$ cat src/rtl/mem_arbiter_pkg.sv
// Shared widths, counter size and FSM encoding
// for the SRAM arbiter slice.
package mem_arbiter_pkg;

  localparam int ADDRESS_LEN = 32;
  localparam int WORD_LEN    = 32;
  localparam int CNT_W       = 4;

  typedef enum logic [1:0] {
    ST_IDLE   = 2'd0,
    ST_ACCESS = 2'd1,
    ST_DONE   = 2'd2
  } arb_state_t;

endpackage

$ cat src/rtl/mem_wait_counter.sv
// Loadable down-counter timing one SRAM access;
// zero flags the last access cycle.
module mem_wait_counter
  import mem_arbiter_pkg::*;
#(
  parameter int W = CNT_W
) (
  input  logic         clk,
  input  logic         rst,
  input  logic         load,
  input  logic [W-1:0] load_val,
  input  logic         dec,
  output logic         zero
);

  logic [W-1:0] cnt;

  always_ff @(posedge clk or negedge rst) begin
    if (!rst) begin
      cnt <= '0;
    end else if (load) begin
      cnt <= load_val;
    end else if (dec && cnt != '0) begin
      cnt <= cnt - 1'b1;
    end
  end

  assign zero = (cnt == '0);

endmodule

$ cat src/rtl/mem_arbiter.sv
// Fetch/data arbiter in front of one shared
// SRAM; the data port wins simultaneous requests.
module mem_arbiter
  import mem_arbiter_pkg::*;
#(
  parameter int WAIT_CYCLES = 3,
  parameter int ADDR_W      = ADDRESS_LEN,
  parameter int DATA_W      = WORD_LEN
) (
  input  logic              clk,
  input  logic              rst,
  input  logic              i_req,
  input  logic [ADDR_W-1:0] i_addr,
  output logic              i_ack,
  output logic [DATA_W-1:0] i_rdata,
  input  logic              d_req,
  input  logic              d_we,
  input  logic [ADDR_W-1:0] d_addr,
  input  logic [DATA_W-1:0] d_wdata,
  output logic              d_ack,
  output logic [DATA_W-1:0] d_rdata,
  output logic [ADDR_W-1:0] sram_addr,
  output logic [DATA_W-1:0] sram_wdata,
  input  logic [DATA_W-1:0] sram_rdata,
  output logic              sram_cs_n,
  output logic              sram_oe_n,
  output logic              sram_we_n,
  output logic              busy,
  output logic              grant_d
);

  arb_state_t state;
  arb_state_t nxt;

  logic grant;
  logic sel_d;
  logic cnt_dec;
  logic cnt_zero;
  logic capture;

  logic [ADDR_W-1:0] addr_q;
  logic [DATA_W-1:0] wdata_q;
  logic              we_q;
  logic              owner_q;
  logic [DATA_W-1:0] i_rdata_q;
  logic [DATA_W-1:0] d_rdata_q;
  logic              in_access;

  mem_wait_counter #(
    .W(CNT_W)
  ) u_wait (
    .clk     (clk),
    .rst     (rst),
    .load    (grant),
    .load_val(CNT_W'(WAIT_CYCLES - 1)),
    .dec     (cnt_dec),
    .zero    (cnt_zero)
  );

  always_ff @(posedge clk or negedge rst) begin
    if (!rst) begin
      state <= ST_IDLE;
    end else begin
      state <= nxt;
    end
  end

  always_comb begin
    nxt     = state;
    grant   = 1'b0;
    sel_d   = 1'b0;
    cnt_dec = 1'b0;
    capture = 1'b0;
    unique case (state)
      ST_IDLE: begin
        if (d_req) begin
          grant = 1'b1;
          sel_d = 1'b1;
          nxt   = ST_ACCESS;
        end else if (i_req) begin
          grant = 1'b1;
          nxt   = ST_ACCESS;
        end
      end
      ST_ACCESS: begin
        cnt_dec = 1'b1;
        if (cnt_zero) begin
          capture = !we_q;
          nxt     = ST_DONE;
        end
      end
      ST_DONE: nxt = ST_IDLE;
      default: nxt = ST_IDLE;
    endcase
  end

  // Requester inputs are only looked at on the grant edge.
  always_ff @(posedge clk or negedge rst) begin
    if (!rst) begin
      addr_q  <= '0;
      wdata_q <= '0;
      we_q    <= 1'b0;
      owner_q <= 1'b0;
    end else if (grant) begin
      addr_q  <= sel_d ? d_addr : i_addr;
      wdata_q <= sel_d ? d_wdata : '0;
      we_q    <= sel_d & d_we;
      owner_q <= sel_d;
    end
  end

  always_ff @(posedge clk or negedge rst) begin
    if (!rst) begin
      i_rdata_q <= '0;
      d_rdata_q <= '0;
    end else if (capture) begin
      if (owner_q) begin
        d_rdata_q <= sram_rdata;
      end else begin
        i_rdata_q <= sram_rdata;
      end
    end
  end

  assign in_access  = (state == ST_ACCESS);
  assign sram_cs_n  = !in_access;
  assign sram_oe_n  = !(in_access && !we_q);
  assign sram_we_n  = !(in_access && we_q);
  assign sram_addr  = addr_q;
  assign sram_wdata = wdata_q;

  assign i_ack   = (state == ST_DONE) && !owner_q;
  assign d_ack   = (state == ST_DONE) && owner_q;
  assign i_rdata = i_rdata_q;
  assign d_rdata = d_rdata_q;
  assign busy    = (state != ST_IDLE);
  assign grant_d = owner_q;

endmodule
$ cat config.mk
export PLATFORM = sky130hd
export DESIGN_NAME = mem_arbiter
export DESIGN_NICKNAME = d
export VERILOG_FILES = /design/src/rtl/mem_arbiter_pkg.sv /design/src/rtl/mem_wait_counter.sv /design/src/rtl/mem_arbiter.sv
export SDC_FILE = /design/constraint.sdc
export NUM_CORES = 1
export LEC_CHECK = 0
export ABC_AREA = 0
export BUFFER_PORTS_ARGS = -buffer_cell sky130_fd_sc_hd__buf_2
export CAP_MARGIN = 20
export CORE_AREA = 5 5 124 126
export CTS_BUF_LIST = sky130_fd_sc_hd__clkbuf_8 sky130_fd_sc_hd__clkbuf_16
export DETAILED_ROUTE_END_ITERATION = 10
export DIE_AREA = 0 0 129 131
export GPL_ROUTABILITY_DRIVEN = 0
export HOLD_SLACK_MARGIN = 0.06
export PLACE_DENSITY_LB_ADDON = 0.25
export SETUP_SLACK_MARGIN = 0.05
export SLEW_MARGIN = 20
export SYNTH_ARGS = -nofsm -noshare
export SYNTH_HDL_FRONTEND = slang
export SYNTH_HIERARCHICAL = 1
export SYNTH_SLANG_ARGS = --single-unit
export TNS_END_PERCENT = 50
$ cat constraint.sdc
create_clock -name clk -period 2.3 [get_ports clk]
set_clock_uncertainty 0.15 [all_clocks]
set_input_delay 0.115 -clock clk [delete_from_list [all_inputs] [get_ports clk]]
set_output_delay 0.115 -clock clk [all_outputs]
set_load 0.02 [all_outputs]
# After elaboration in Yosys (flattened, before gate mapping)
# Cells that the tools add are included.
dict set report word_totals {
  output_inout_bits 135
  romBits 0
  latch_bits 0
  ram_bits 0
  word_cells 49
  register_bits 136
  in_bits 133
  n_memories 0
}
dict set report op_classes {
  div_mod_pow 0
  n_mux 16
  eq_ne 4
  n_shift 0
  mul 0
  magnitude_cmp 0
  n_addsub 1
  n_reduce_logical 18
  n_bitwise 2
}
# op count
set op_table {}
lappend op_table {{$mux W32} 2}
lappend op_table {{$mux W1} 8}
lappend op_table {{$mux W4} 2}
lappend op_table {{$mux W2} 3}
lappend op_table {{$reduce_and A2 Y1} 3}
lappend op_table {{$logic_and A1 B1 Y1} 5}
lappend op_table {{$logic_not A1 Y1} 5}
lappend op_table {{$logic_not A4 Y1} 1}
lappend op_table {{$pmux W2 S2} 1}
lappend op_table {{$reduce_bool A2 Y1} 2}
lappend op_table {{$reduce_bool A4 Y1} 1}
lappend op_table {{$sub A4 B1 Y4 const B} 1}
lappend op_table {{$ne A3 B3 Y1 const B} 1}
lappend op_table {{$eq A2 B1 Y1 const B} 1}
lappend op_table {{$eq A2 B2 Y1 const B} 1}
lappend op_table {{$logic_not A2 Y1} 1}
lappend op_table {{$ne A2 B2 Y1 const B} 1}
lappend op_table {{$and A1 B1 Y1} 1}
lappend op_table {{$not A1 Y1} 1}

# Longest topological paths before layout
# Gate-level depths: netlist (run 1).
dict set report logic_depth {
  word_depth 5
  depth_mapped 8
  depth_no_buf 6
}

# Modules after synthesis
# Netlist (run 1), hierarchy kept.
# mod cells_per_inst area_per_inst_um2 instances seq_area_each_um2
set by_module_without_submodules {}
lappend by_module_without_submodules {mem_arbiter 379 5280.1 1 3303.2}
lappend by_module_without_submodules {mem_wait_counter 27 252.7 1 100.1}

# Worst setup path before layout (run 1)
# OpenSTA, ideal clock, no wires.
dict set report synth_timing {
  kind {register to register}
  startpoint {register u_wait.cnt[0]}
  endpoint {register i_rdata_q[10], in the netlist i_rdata[10]}
  slack_ps -8
  period_less_slack_ps 2308
  stages_incl_launch_ff 8
  required_ps 2025
  t_arrival_ps 2033
  n_path_buf 1
  setup_ps 125
  path_cell_list {dfrtp_1 -> inv_1 -> ha_1 -> or3b_4 -> inv_1 -> nor4b_4 -> buf_6 -> mux2_4}
}
dict set report synth_between {
  elab_chain_len 4
}
# item line
set synth_lines {}
lappend synth_lines {{start: declaration} mem_wait_counter.sv:16} ;# logic [W-1:0] cnt;
lappend synth_lines {{start signal: assignment} mem_wait_counter.sv:22} ;# cnt <= load_val;
lappend synth_lines {{start signal: assignment} mem_wait_counter.sv:24} ;# cnt <= cnt - 1'b1;
lappend synth_lines {{$logic_not A4 Y1} mem_wait_counter.sv:28} ;# assign zero = (cnt == '0);
lappend synth_lines {{named net cnt_zero} mem_arbiter.sv:38} ;# logic cnt_zero;
lappend synth_lines {{$mux W1} mem_arbiter.sv:87} ;# if (cnt_zero) begin
lappend synth_lines {{$mux W1} mem_arbiter.sv:74} ;# unique case (state)
lappend synth_lines {{$reduce_and A2 Y1 (no source line)} -}
lappend synth_lines {{end signal: assignment} mem_arbiter.sv:120} ;# i_rdata_q <= sram_rdata;
lappend synth_lines {{end: declaration} mem_arbiter.sv:45} ;# logic [DATA_W-1:0] i_rdata_q;
# The timed path passes the listed nets, and every way through them passes these cells.
# A chain may end at the register's enable or synchronous reset.

# Worst setup path in the final report (run 1)
dict set report layout_timing {
  startpoint {register u_wait.cnt[1]}
  endpoint {register i_rdata_q[26], in the netlist i_rdata[26]}
}
# The elaborated chain is that of the path after synthesis.

==> key figures, run 1 <==
Global route
  – Busiest grt layer: met2
  – Global-route met2 utilization: 34.45%
  – Antenna violations before repair: 0
  – Pin count of the biggest net entering global routing: 65
  – Global Route met1 Usage: 23.51%
  – Global-route met3 utilization: 6.220%
  – Via count of the first global-routing pass: 5543
  – Wire length of the first global-routing pass: 27.43 mm
  – Gr usage total: 20.65%
  – Congestion Overflow GR: 0

Timing
  – Final Hold Violating Endpoints: 0
  – RSZ-0062 raised after global routing: yes
  – Worst Tran Pin Value: 0.6998 ns
  – Number of setup violations in the final report: 0
  – Final-report max-slew violation count: 0
  – Setup slack of the critical path after layout: 0.06879 ns
  – Tmin final: 2.231 ns
  – Max-slew headroom at the worst pin: 53.35%
  – Share of the clock period used by the worst path: 97.01%
  – Achievable Freq: 0.4482 GHz

Route
  – Final wirelength: 17.54 mm
  – Antenna viol nets, final: 0
  – Initial DRC count: 350
  – Residual DRC: 0
  – Wire length per cell after detailed routing: 17.40 um
  – Detailed-route vias per instance: 5.122
  – Vias post-DR: 5163
  – First-pass DRT Iterations: 6

Placement
  – Post-DP HPWL: 10.94 mm
  – Minimum setup slack after placement: -0.009883 ns
  – Buffers added on ports: 267

Yosys
  – Number of flip-flops and latches in the synthesized netlist: 136
  – Synth cell count leaders: 136 x sky130_fd_sc_hd__dfrtp_1, 62 x sky130_fd_sc_hd__o22ai_1, 53 x sky130_fd_sc_hd__mux2_2, 34 x sky130_fd_sc_hd__a21oi_1, 33 x sky130_fd_sc_hd__a22o_1
  – Async set-reset flop share out of synthesis: 100.0%
  – Area leader, netlist: sky130_fd_sc_hd__dfrtp_1
  – Portion of the post-synthesis area used by sequential elements: 61.51%
  – Portion of synthesized cell area occupied by the leading cell type: 61.51%
  – Number of synthesized flops with an enable pin: 0
  – Mean post-synth cell area: 13.63 um^2
  – Synthesis warning total: 6
  – Gate count of the mapped netlist: 406
  – Cells taking the most area after synthesis: sky130_fd_sc_hd__dfrtp_1 62%, sky130_fd_sc_hd__mux2_2 11%, sky130_fd_sc_hd__o22ai_1 7.0%
  – Post-synthesis instance area: 5533 um^2
  – Top flip-flop cell by instance count after synthesis: sky130_fd_sc_hd__dfrtp_1
  – Post-synthesis cell type count: 40
  – Most used standard cell by instance count after synthesis: sky130_fd_sc_hd__dfrtp_1

Final layout
  – Net count reported at finish: 945
  – Synthesis-to-layout area growth: 65.11%
  – Fin util: 64.31%
  – Share of final-layout standard cells stronger than drive strength 1: 47.82%
  – Count of inserted antenna diode cells: 0

Min path
  – Hold/Removal Path Class: in2async

Die
  – Top-level I/O count: 268
  – Starting density of the core: 38.95%
  – Overall die area: 16900 um^2
  – Die W: 129 um
  – Core area: 14200 um^2
  – Row count: 44
  – Die Height: 131 um

CTS
  – Root Driver: sky130_fd_sc_hd__clkbuf_16
  – Clock transition at path regs: 0.06 ns
  – Clock latency reported for the late side of the worst-skew pair: 0.41 ns
  – Clock tree from TritonCTS: built
  – CTS Buf Count: 17
  – Maximum number of buffers from clock root to sink: 2
  – Htree depth: 4
  – Clock sink count: 136

Setup path
  – List of cells traversed by the critical path: inv_2 -> ha_4 -> or3b_4 -> inv_4 -> nor4b_4 -> buf_6 -> clkbuf_16 -> mux2_4
  – Count of buffer and inverter cells on the critical path: 4
  – Required time reported for the critical path endpoint: 2.45 ns
  – Slowest cell on the critical path: sky130_fd_sc_hd__dfrtp_1
  – Critical path start-end classification: reg2reg
  – Slowest cell delay on critical path: 0.40 ns
  – Element type at the critical path start: register
  – Critical path fanouts, max: 8
  – Largest delay contributor family on the critical path: simple AND/OR/NAND/NOR gates
  – Data arrival time at the worst-slack endpoint: 2.38 ns
  – Category of the worst setup path capture point: register

Power
  – Share of total power in sequential cells: 34.3%
  – Sw Share: 39.91%
  – NetSw: 5.167 mW
  – Logic pwr share: 45.2%
  – Peak VDD IR: 906.5 uV
  – Internal Pwr Total: 7.780 mW
  – Clock share of power: 20.6%
  – Power density cells: 1417 nW/um^2
  – Total leakage power: 4.440 nW

Flow run
  – Max-cap violations: 0

Run status
  – Outcome: finished, final reports clean
## layout make-up
| cell class | instances | area, um^2 |
|---|---|---|
| fill | 1050 | 5069 |
| inverter | 7 | 28.78 |
| tap | 184 | 230.2 |
| multi-input combinational | 233 | 1996 |
| clock inverter | 14 | 150.1 |
| timing repair buffer | 416 | 2888 |
| sequential | 136 | 3403 |
| clock buffer | 18 | 439.2 |
## flip-flops by register name (all words and copies together) (netlist names)
register and flops:
i_rdata 32, sram_wdata 32, state 2, d_rdata 32, u_wait/cnt 4, grant_d 1
we_q 1, sram_addr 32
## power groups by stage
| stage | Combinational [mW] | Sequential [mW] | Clock [mW] |
|---|---|---|---|
| 4_1_cts | 5.70 | 4.42 | 2.74 |
| 3_3_place_gp | 5.40 | 4.39 | 0 |
| 2_1_floorplan | 2.25 | 5.71 | 0 |
| 5_1_grt | 6.27 | 4.58 | 2.83 |
| 6_report | 5.85 | 4.44 | 2.66 |
| 3_5_place_dp | 5.53 | 4.41 | 0 |
## timing repair
action | 4_1_cts | 5_1_grt
hold buffers | 132 | 1
pin swaps | 0 | 0
setup endpoints to repair | 32 | 32
resized for setup | 2 | 21
setup buffers | 0 | 2
endpoints found under the hold margin | 266 | 2
cloned | 0 | 3
## logic make-up (layout without fill, tap and decap cells)
group	count (synthesis)	count (layout)	synth area share, %
adder cells (fa/ha/maj)	1	1	0.2261
buffers and inverters	39	455	3.980
AND/OR/NAND/NOR	25	25	3.935
multiplexers	64	64	13.70
AO/OA/AOI/OAI	139	139	16.51
flip-flops	136	136	61.51
other	2	4	0.1357
## worst min-delay path, delay by kind of cell
family	cells	cell delay, ns
buffers and inverters	3	0.96
## stage by stage
step,std cells,cell area [um^2],hold slack (ns),setup TNS [ns],total power [mW]
floorplan,408,5545,-0.3306,0,7.963
global placement,838,7054,-0.09369,0,9.795
detailed placement,838,7054,-0.08848,-0.05080,9.942
CTS,1002,8979,-0.2058,-0.01015,12.86
global route,1008,9135,0.1616,0,13.68
finish,1008,9135,0.1460,0,12.95
## worst paths after layout
check | startpoint | endpoint | slack, ns | cells past startpoint
hold / removal | rst | d_rdata[12] | 0.15 | 3
min in group clk | d_wdata[31] | sram_wdata[31] | 0.29 | 3
hold reg to reg | d_rdata[18] | d_rdata[18] | 0.35 | 1
setup reg to reg | u_wait/cnt[1] | i_rdata[26] | 0.07 | 8
max in group asynchronous | rst | sram_addr[5] | 1.48 | 3
setup / recovery | u_wait/cnt[1] | i_rdata[26] | 0.07 | 8
## cells in the final DEF (no fill, tap or decap), drive strengths merged, types with 2 or more instances in the layout
| cell | count |
|---|---|
| a21oi | 34 |
| a22o | 33 |
| buf | 282 |
| bufinv | 2 |
| clkbuf | 20 |
| clkinv | 4 |
| clkinvlp | 4 |
| conb | 4 |
| dfrtp | 136 |
| dlygate4sd3 | 132 |
| inv | 11 |
| mux2 | 64 |
| nand2 | 6 |
| nand2b | 3 |
| nor3b | 3 |
| nor4b | 2 |
| o21ai | 5 |
| o22ai | 62 |
| or3b | 3 |
## layer usage
layer  vias up  share of wire [%]
li1       2346                  -
met3        66                7.3
met1      2463                 39
met4         0                3.8
met2       288                 50
met5         -                  0
Power figures use the tool's default switching activity.
==> inputs of run 2 (changes only) <==
--- a/config.mk
+++ b/config.mk
@@ -8,10 +8,10 @@
 export ABC_AREA = 0
 export BUFFER_PORTS_ARGS = -buffer_cell sky130_fd_sc_hd__buf_2
 export CAP_MARGIN = 20
-export CORE_AREA = 5 5 124 126
+export CORE_AREA = 2 2 121 123
 export CTS_BUF_LIST = sky130_fd_sc_hd__clkbuf_8 sky130_fd_sc_hd__clkbuf_16
 export DETAILED_ROUTE_END_ITERATION = 10
-export DIE_AREA = 0 0 129 131
+export DIE_AREA = 0 0 123 125
 export GPL_ROUTABILITY_DRIVEN = 0
 export HOLD_SLACK_MARGIN = 0.06
 export PLACE_DENSITY_LB_ADDON = 0.25
==> key figures, run 2 (synthesized netlist as in run 1, its figures left out) <==
Die
  – Row count: 44 (unchanged)
  – Starting density of the core: 38.95% (unchanged)
  – Overall die area: 15380 um^2 (was 16900 um^2)
  – Die Height: 125 um (was 131 um)
  – Die W: 123 um (was 129 um)
  – Top-level I/O count: 268 (unchanged)
  – Core area: 14200 um^2 (unchanged)

Route
  – First-pass DRT Iterations: 5 (was 6)
  – Final wirelength: 17.46 mm (was 17.54 mm)
  – Antenna viol nets, final: 0 (unchanged)
  – Initial DRC count: 207 (was 350)
  – Detailed-route vias per instance: 5.113 (was 5.122)
  – Residual DRC: 0 (unchanged)
  – Vias post-DR: 5174 (was 5163)
  – Wire length per cell after detailed routing: 17.26 um (was 17.40 um)

CTS
  – Clock sink count: 136 (unchanged)
  – Root Driver: sky130_fd_sc_hd__clkbuf_16 (unchanged)
  – Clock latency reported for the late side of the worst-skew pair: 0.42 ns (was 0.41 ns)
  – Maximum number of buffers from clock root to sink: 2 (unchanged)
  – Clock transition at path regs: 0.06 ns (about the same)
  – CTS Buf Count: 17 (unchanged)
  – Htree depth: 4 (unchanged)
  – Clock tree from TritonCTS: built (unchanged)

Timing
  – Achievable Freq: 0.4458 GHz (was 0.4482 GHz)
  – Final-report max-slew violation count: 0 (unchanged)
  – Worst Tran Pin Value: 1.005 ns (was 0.6998 ns)
  – Tmin final: 2.243 ns (was 2.231 ns)
  – Worst Hold Margin: 0.1013 ns (was 0.1460 ns)
  – Share of the clock period used by the worst path: 97.53% (was 97.01%)
  – Final Hold Violating Endpoints: 0 (unchanged)
  – Number of setup violations in the final report: 0 (unchanged)
  – Max-slew headroom at the worst pin: 32.91% (was 53.35%)
  – RSZ-0062 raised after global routing: yes (unchanged)
  – Setup slack of the critical path after layout: 0.05692 ns (was 0.06879 ns)
  – Setup total negative slack: 0 ns (unchanged)

Power
  – Power density cells: 1456 nW/um^2 (was 1417 nW/um^2)
  – Peak VDD IR: 701.7 uV (was 906.5 uV)
  – Total leakage power: 4.511 nW (was 4.440 nW)
  – Total design power: 13.48 mW (was 12.95 mW)

Global route
  – Congestion Overflow GR: 0 (unchanged)
  – Gr usage total: 22.77% (was 20.65%)
  – Via count of the first global-routing pass: 5432 (was 5543)
  – Wire length of the first global-routing pass: 27.30 mm (was 27.43 mm)
  – Pin count of the biggest net entering global routing: 61 (was 65)
  – Antenna violations before repair: 0 (unchanged)

Placement
  – Minimum setup slack after placement: -0.01252 ns (was -0.009883 ns)
  – Buffers added on ports: 267 (unchanged)
  – Post-DP HPWL: 10.31 mm (was 10.94 mm)
  – Area post-placement: 7082 um^2 (was 7054 um^2)

Final layout
  – Share of final-layout standard cells stronger than drive strength 1: 48.19% (was 47.82%)
  – Synthesis-to-layout area growth: 67.41% (was 65.11%)
  – Most common cell after layout, fill and taps aside: sky130_fd_sc_hd__buf_2 (unchanged)
  – Fin area: 9263 um^2 (was 9135 um^2)
  – Commonest cells after routing, fill and taps aside: 266 x sky130_fd_sc_hd__buf_2, 134 x sky130_fd_sc_hd__dfrtp_1, 133 x sky130_fd_sc_hd__dlygate4sd3_1 (was 266 x sky130_fd_sc_hd__buf_2, 136 x sky130_fd_sc_hd__dfrtp_1, 132 x sky130_fd_sc_hd__dlygate4sd3_1)
  – Footprint of the multi-input gates: 1999 um^2 (was 1996 um^2)
  – Count of inserted antenna diode cells: 0 (unchanged)
  – Total of fill cells in the finished design: 1039 (was 1050)
  – Register area: 3406 um^2 (was 3403 um^2)
  – Net count reported at finish: 950 (was 945)

Setup path
  – Crit Reg-Reg Endpoint: i_rdata[21] (was i_rdata[26])
  – Critical path start-end classification: reg2reg (unchanged)
  – List of cells traversed by the critical path: inv_2 -> ha_4 -> or3b_4 -> inv_4 -> nor4b_4 -> buf_6 -> buf_6 -> buf_12 -> mux2_4 (was inv_2 -> ha_4 -> or3b_4 -> inv_4 -> nor4b_4 -> buf_6 -> clkbuf_16 -> mux2_4)
  – Critical path fanouts, max: 8 (unchanged)
  – Slowest cell delay on critical path: 0.39 ns (was 0.40 ns)
  – FF-to-FF Start: u_wait/cnt[0] (was u_wait/cnt[1])
  – Slowest cell on the critical path: sky130_fd_sc_hd__dfrtp_1 (unchanged)
  – Reg2Reg Setup Slack: 0.06 ns (was 0.07 ns)
  – Category of the worst setup path capture point: register (unchanged)
  – Cell with the most instances on the worst path: sky130_fd_sc_hd__buf_6
  – Depth of the worst register-to-register path: 9 (was 8)
  – Required time reported for the critical path endpoint: 2.45 ns (about the same)
  – Data arrival time at the worst-slack endpoint: 2.39 ns (was 2.38 ns)
  – Element type at the critical path start: register (unchanged)

Run status
  – Outcome: finished, final reports clean (unchanged)

Flow run
  – Max-cap violations: 0 (unchanged)

Min path
  – Hold/Removal Path Class: in2async (unchanged)
## run 2: cell count changes in the layout (fill, tap and decap cells not counted), sizes merged
cell,before,now
clkinvlp,4,2
bufinv,2,6
inv,11,9
clkinv,4,3
clkbuf,20,18
dlygate4sd3,132,133
buf,282,288
## run 2: worst max-delay path by stage
| stage | from | end | slack [ns] |
|---|---|---|---|
| 3_5_place_dp | u_wait/cnt[0] | i_rdata[21] | -0.01 |
| 2_1_floorplan | u_wait/cnt[0] | i_rdata[10] | 0.05 |
| 3_3_place_gp | u_wait/cnt[0] | i_rdata[11] | 0.07 |
| 6_report | u_wait/cnt[0] | i_rdata[21] | 0.06 |
| 5_1_grt | u_wait/cnt[0] | i_rdata[29] | -0.01 |
| 4_1_cts | u_wait/cnt[0] | i_rdata[20] | 0.007 |
## run 2: routing by layer
layer	up-vias	track usage, %	part of all wire [%]
met1	2508	26.72	40
met3	59	7.664	6.9
li1	2355	-	-
met5	-	0	0
met4	0	10.96	3.5
met2	252	37.24	50
## run 2: power by group
group | switching [mW] | leakage, nW | total (mW) | internal (mW)
registers | 0.834 | 1.64 | 4.45 | 3.61
logic | 3.35 | 2.54 | 5.97 | 2.62
clock network | 1.02 | 0.324 | 3.07 | 2.05
## run 2: cell type report
type,count,area share (%)
Tap cell,184,2.485
Clock buffer,18,4.741
Inverter,7,0.3107
Sequential cell,136,36.77
Timing Repair Buffer,421,31.66
Clock inverter,13,2.445
Multi-Input combinational cell,233,21.59
## run 2: critical path: cells and delay by family (launching register included)
family,cells,cell delay (ns)
fa+ha+maj,1,0.12
flops,1,0.39
buf+inv,5,0.56
mux,1,0.31
simple gates,2,0.59
## run 2: stage by stage
step	util, %	cells
after floorplan	-	408
after global placement	49.86	840
after detailed placement	49.86	840
after CTS	64.83	1011
after global routing	65.21	1012
final	65.21	1012
## run 2: what timing repair did
action | CTS | global route
setup buffers | 5 | 1
endpoints found under the hold margin | 266 | 0
hold buffers | 133 | 0
pin swaps | 1 | 1
setup endpoints to repair | 32 | 31
gates cloned | 2 | 0
gates resized for setup | 12 | 14
==> inputs of run 3 (changes only) <==
--- a/config.mk
+++ b/config.mk
@@ -5,13 +5,13 @@
 export SDC_FILE = /design/constraint.sdc
 export NUM_CORES = 1
 export LEC_CHECK = 0
-export ABC_AREA = 0
+export ABC_AREA = 1
 export BUFFER_PORTS_ARGS = -buffer_cell sky130_fd_sc_hd__buf_2
 export CAP_MARGIN = 20
-export CORE_AREA = 2 2 121 123
+export CORE_AREA = 2 2 127 129
 export CTS_BUF_LIST = sky130_fd_sc_hd__clkbuf_8 sky130_fd_sc_hd__clkbuf_16
 export DETAILED_ROUTE_END_ITERATION = 10
-export DIE_AREA = 0 0 123 125
+export DIE_AREA = 0 0 129 131
 export GPL_ROUTABILITY_DRIVEN = 0
 export HOLD_SLACK_MARGIN = 0.06
 export PLACE_DENSITY_LB_ADDON = 0.25
@@ -21,4 +21,4 @@
 export SYNTH_HDL_FRONTEND = slang
 export SYNTH_HIERARCHICAL = 1
 export SYNTH_SLANG_ARGS = --single-unit
-export TNS_END_PERCENT = 50
+export TNS_END_PERCENT = 30
==> key figures, run 3 <==
Run status
  – Outcome: finished, final reports clean (unchanged)

Placement
  – Area post-placement: 7651 um^2 (was 7082 um^2)
  – Post-DP HPWL: 12.32 mm (was 10.31 mm)
  – Buffers added on ports: 267 (unchanged)
  – Placed instance count: 1217 (was 840)
  – Minimum setup slack after placement: 0.3162 ns (was -0.01252 ns)

Final layout
  – Fin area: 9615 um^2 (was 9263 um^2)
  – Layout Cells excl Fill: 1386 (was 1012)
  – Net count reported at finish: 1291 (was 950)
  – Synthesis-to-layout area growth: 57.64% (was 67.41%)
  – Most common cell after layout, fill and taps aside: sky130_fd_sc_hd__nand2_1 (was sky130_fd_sc_hd__buf_2)
  – Share of final-layout standard cells stronger than drive strength 1: 27.95% (was 48.19%)
  – Count of inserted antenna diode cells: 0 (unchanged)
  – Commonest cells after routing, fill and taps aside: 314 x sky130_fd_sc_hd__nand2_1, 266 x sky130_fd_sc_hd__buf_2, 164 x sky130_fd_sc_hd__nand3_1 (was 266 x sky130_fd_sc_hd__buf_2, 134 x sky130_fd_sc_hd__dfrtp_1, 133 x sky130_fd_sc_hd__dlygate4sd3_1)

Flow run
  – Max-cap violations: 0 (unchanged)

Timing
  – Tmin final: 2.166 ns (was 2.243 ns)
  – Worst Tran Pin Value: 0.5958 ns (was 1.005 ns)
  – Number of setup violations in the final report: 0 (unchanged)
  – Achievable Freq: 0.4616 GHz (was 0.4458 GHz)
  – Setup total negative slack: 0 ns (unchanged)
  – Setup slack of the critical path after layout: 0.1335 ns (was 0.05692 ns)
  – Max-slew headroom at the worst pin: 60.28% (was 32.91%)
  – Final Hold Violating Endpoints: 0 (unchanged)
  – RSZ-0062 raised after global routing: no (was yes)
  – Share of the clock period used by the worst path: 94.20% (was 97.53%)
  – Final-report max-slew violation count: 0 (unchanged)

CTS
  – Clock tree from TritonCTS: built (unchanged)
  – Maximum number of buffers from clock root to sink: 2 (unchanged)
  – Htree depth: 4 (unchanged)
  – CTS Buf Count: 17 (unchanged)
  – Root Driver: sky130_fd_sc_hd__clkbuf_16 (unchanged)
  – Post-cts repair resize count: 0 (was 12)
  – Clock latency reported for the late side of the worst-skew pair: 0.41 ns (was 0.42 ns)
  – Clock transition at path regs: 0.06 ns (about the same)
  – Clock sink count: 136 (unchanged)

Global route
  – Wire length of the first global-routing pass: 30.60 mm (was 27.30 mm)
  – Gr usage total: 23.00% (was 22.77%)
  – Congestion Overflow GR: 0 (unchanged)
  – Pin count of the biggest net entering global routing: 57 (was 61)
  – Antenna violations before repair: 0 (unchanged)
  – Via count of the first global-routing pass: 6238 (was 5432)

Route
  – Antenna viol nets, final: 0 (unchanged)
  – Initial DRC count: 420 (was 207)
  – Detailed-route vias per instance: 4.716 (was 5.113)
  – Vias post-DR: 6536 (was 5174)
  – Final wirelength: 19.55 mm (was 17.46 mm)
  – First-pass DRT Iterations: 5 (unchanged)
  – Residual DRC: 0 (unchanged)
  – Wire length per cell after detailed routing: 14.11 um (was 17.26 um)

Power
  – Total leakage power: 5.379 nW (was 4.511 nW)
  – Power density cells: 1372 nW/um^2 (was 1456 nW/um^2)
  – Internal Pwr Total: 7.390 mW (was 8.281 mW)
  – Clock share of power: 20.2% (was 22.8%)
  – Sw Share: 44.00% (was 38.58%)
  – Logic pwr share: 47.4% (was 44.3%)
  – Peak VDD IR: 585.9 uV (was 701.7 uV)
  – NetSw: 5.806 mW (was 5.201 mW)
  – Share of total power in sequential cells: 32.5% (was 33.0%)
  – Total design power: 13.20 mW (was 13.48 mW)

Yosys
  – Async set-reset flop share out of synthesis: 100.0% (unchanged)
  – Top flip-flop cell by instance count after synthesis: sky130_fd_sc_hd__dfrtp_1 (unchanged)
  – Post-synthesis instance area: 6100 um^2 (was 5533 um^2)
  – Area leader, netlist: sky130_fd_sc_hd__dfrtp_1 (unchanged)
  – Cells taking the most area after synthesis: sky130_fd_sc_hd__dfrtp_1 56%, sky130_fd_sc_hd__nand2_1 19%, sky130_fd_sc_hd__nand3_1 13% (was sky130_fd_sc_hd__dfrtp_1 62%, sky130_fd_sc_hd__mux2_2 11%, sky130_fd_sc_hd__o22ai_1 7.0%)
  – Portion of the post-synthesis area used by sequential elements: 55.79% (was 61.51%)
  – Most used standard cell by instance count after synthesis: sky130_fd_sc_hd__nand2_1 (was sky130_fd_sc_hd__dfrtp_1)
  – Synthesis warning total: 6 (unchanged)
  – Synth cell count leaders: 314 x sky130_fd_sc_hd__nand2_1, 164 x sky130_fd_sc_hd__nand3_1, 136 x sky130_fd_sc_hd__dfrtp_1, 73 x sky130_fd_sc_hd__inv_1, 28 x sky130_fd_sc_hd__buf_2 (was 136 x sky130_fd_sc_hd__dfrtp_1, 62 x sky130_fd_sc_hd__o22ai_1, 53 x sky130_fd_sc_hd__mux2_2, 34 x sky130_fd_sc_hd__a21oi_1, 33 x sky130_fd_sc_hd__a22o_1)
  – Portion of synthesized cell area occupied by the leading cell type: 55.79% (was 61.51%)
  – Number of flip-flops and latches in the synthesized netlist: 136 (unchanged)
  – Post-synthesis cell type count: 22 (was 40)
  – Mean post-synth cell area: 7.984 um^2 (was 13.63 um^2)
  – Gate count of the mapped netlist: 764 (was 406)
  – Number of synthesized flops with an enable pin: 0 (unchanged)

Setup path
  – Launching instance or port of the critical path: state[0] (was u_wait/cnt[0])
  – Required time reported for the critical path endpoint: 2.45 ns (about the same)
  – List of cells traversed by the critical path: nor2_4 -> buf_12 -> nand3_1 -> nand3_1 -> dlygate4sd3_1 -> nand2_1 (was inv_2 -> ha_4 -> or3b_4 -> inv_4 -> nor4b_4 -> buf_6 -> buf_6 -> buf_12 -> mux2_4)
  – Slowest cell on the critical path: sky130_fd_sc_hd__dlygate4sd3_1 (was sky130_fd_sc_hd__dfrtp_1)
  – Critical path fanouts, max: 56 (was 8)
  – Element type at the critical path start: register (unchanged)
  – Critical path start-end classification: reg2reg (unchanged)
  – Cell with the most instances on the worst path: sky130_fd_sc_hd__nand3_1 (was sky130_fd_sc_hd__buf_6)
  – Data arrival time at the worst-slack endpoint: 2.32 ns (was 2.39 ns)
  – FF-to-FF Start: state[0] (was u_wait/cnt[0])
  – Category of the worst setup path capture point: register (unchanged)
  – Slowest cell delay on critical path: 0.57 ns (was 0.39 ns)

Die
  – Die Height: 131 um (was 125 um)
  – Die W: 129 um (was 123 um)
  – Core area: 15600 um^2 (was 14200 um^2)
  – Row count: 46 (was 44)
  – Top-level I/O count: 268 (unchanged)
  – Starting density of the core: 39.11% (was 38.95%)
  – Overall die area: 16900 um^2 (was 15380 um^2)

Min path
  – Hold/Removal Path Class: in2async (unchanged)
[run 3: changes by cell type after synthesis, sizes merged, moves of 33 or more]
cell and change:
nand2 +312, inv +67, a21oi -34, a22o -33, nand3 +164, o22ai -62
mux2 -64
[run 3: power by group through the flow]
stage / clock network [mW] / logic (mW) / registers, mW
after floorplan: 0 / 2.44 / 5.54
after global placement: 0 / 5.73 / 4.27
after detailed placement: 0 / 5.83 / 4.26
after CTS: 2.71 / 6.22 / 4.27
after global routing: 2.82 / 6.88 / 4.41
final: 2.66 / 6.25 / 4.28
[run 3: cell type report]
| type | count | area, um^2 |
|---|---|---|
| fill | 1332 | 5982 |
| clock inverter | 10 | 93.84 |
| clock buffer | 22 | 494.2 |
| sequential | 136 | 3403 |
| multi-input combinational | 506 | 2180 |
| timing repair buffer | 420 | 2889 |
| tap | 216 | 270.3 |
| inverter | 76 | 285.3 |
[run 3: worst paths after layout]
path                                  to  slack, ns  depth (start not counted)
setup / recovery           sram_addr[15]       0.13                          6
hold / removal               d_rdata[22]       0.13                          3
setup reg to reg           sram_addr[15]       0.13                          6
hold reg to reg            sram_wdata[9]       0.31                          2
max in group asynchronous    i_rdata[15]       1.50                          3
min in group clk                state[0]       0.13                          3
[run 3: kinds of logic after synthesis]
family | count (synthesis) | share of synthesized area, %
compound gates | 6 | 0.4922
fa+ha+maj | 1 | 0.2051
buf+inv | 124 | 8.943
flops | 136 | 55.79
other cells | 2 | 0.1231
simple gates | 495 | 34.44
[run 3: worst max-delay path, delay by kind of cell, from the launching register on]
kind | cells | cell delay, ns
flops | 1 | 0.45
buf+inv | 2 | 0.85
simple gates | 4 | 0.57
[run 3: through the flow]
step / utilization, % / hold slack (ns)
5_1_grt: 61.65 / 0.1360
3_3_place_gp: 49.05 / -0.1037
6_report: 61.65 / 0.1315
4_1_cts: 61.55 / 0.1169
2_1_floorplan: - / -0.3306
3_5_place_dp: 49.05 / -0.1029
[run 3: timing repair]
action | 4_1_cts | 5_1_grt
endpoints found under the hold margin | 266 | 0
setup buffers | 0 | 2
hold buffers | 135 | 0
setup endpoints to repair | 0 | 19
[run 3: layer usage]
| layer | up-vias | wire length, um | part of all wire (%) | GRT usage, % |
|---|---|---|---|---|
| met2 | 297 | 9314 | 48 | 37.01 |
| li1 | 3155 | - | - | - |
| met1 | 3036 | 8176 | 42 | 29.02 |
| met3 | 48 | 1364 | 7.0 | 5.456 |
| met5 | - | 0 | 0 | 0 |
| met4 | 0 | 699 | 3.6 | 12.08 |
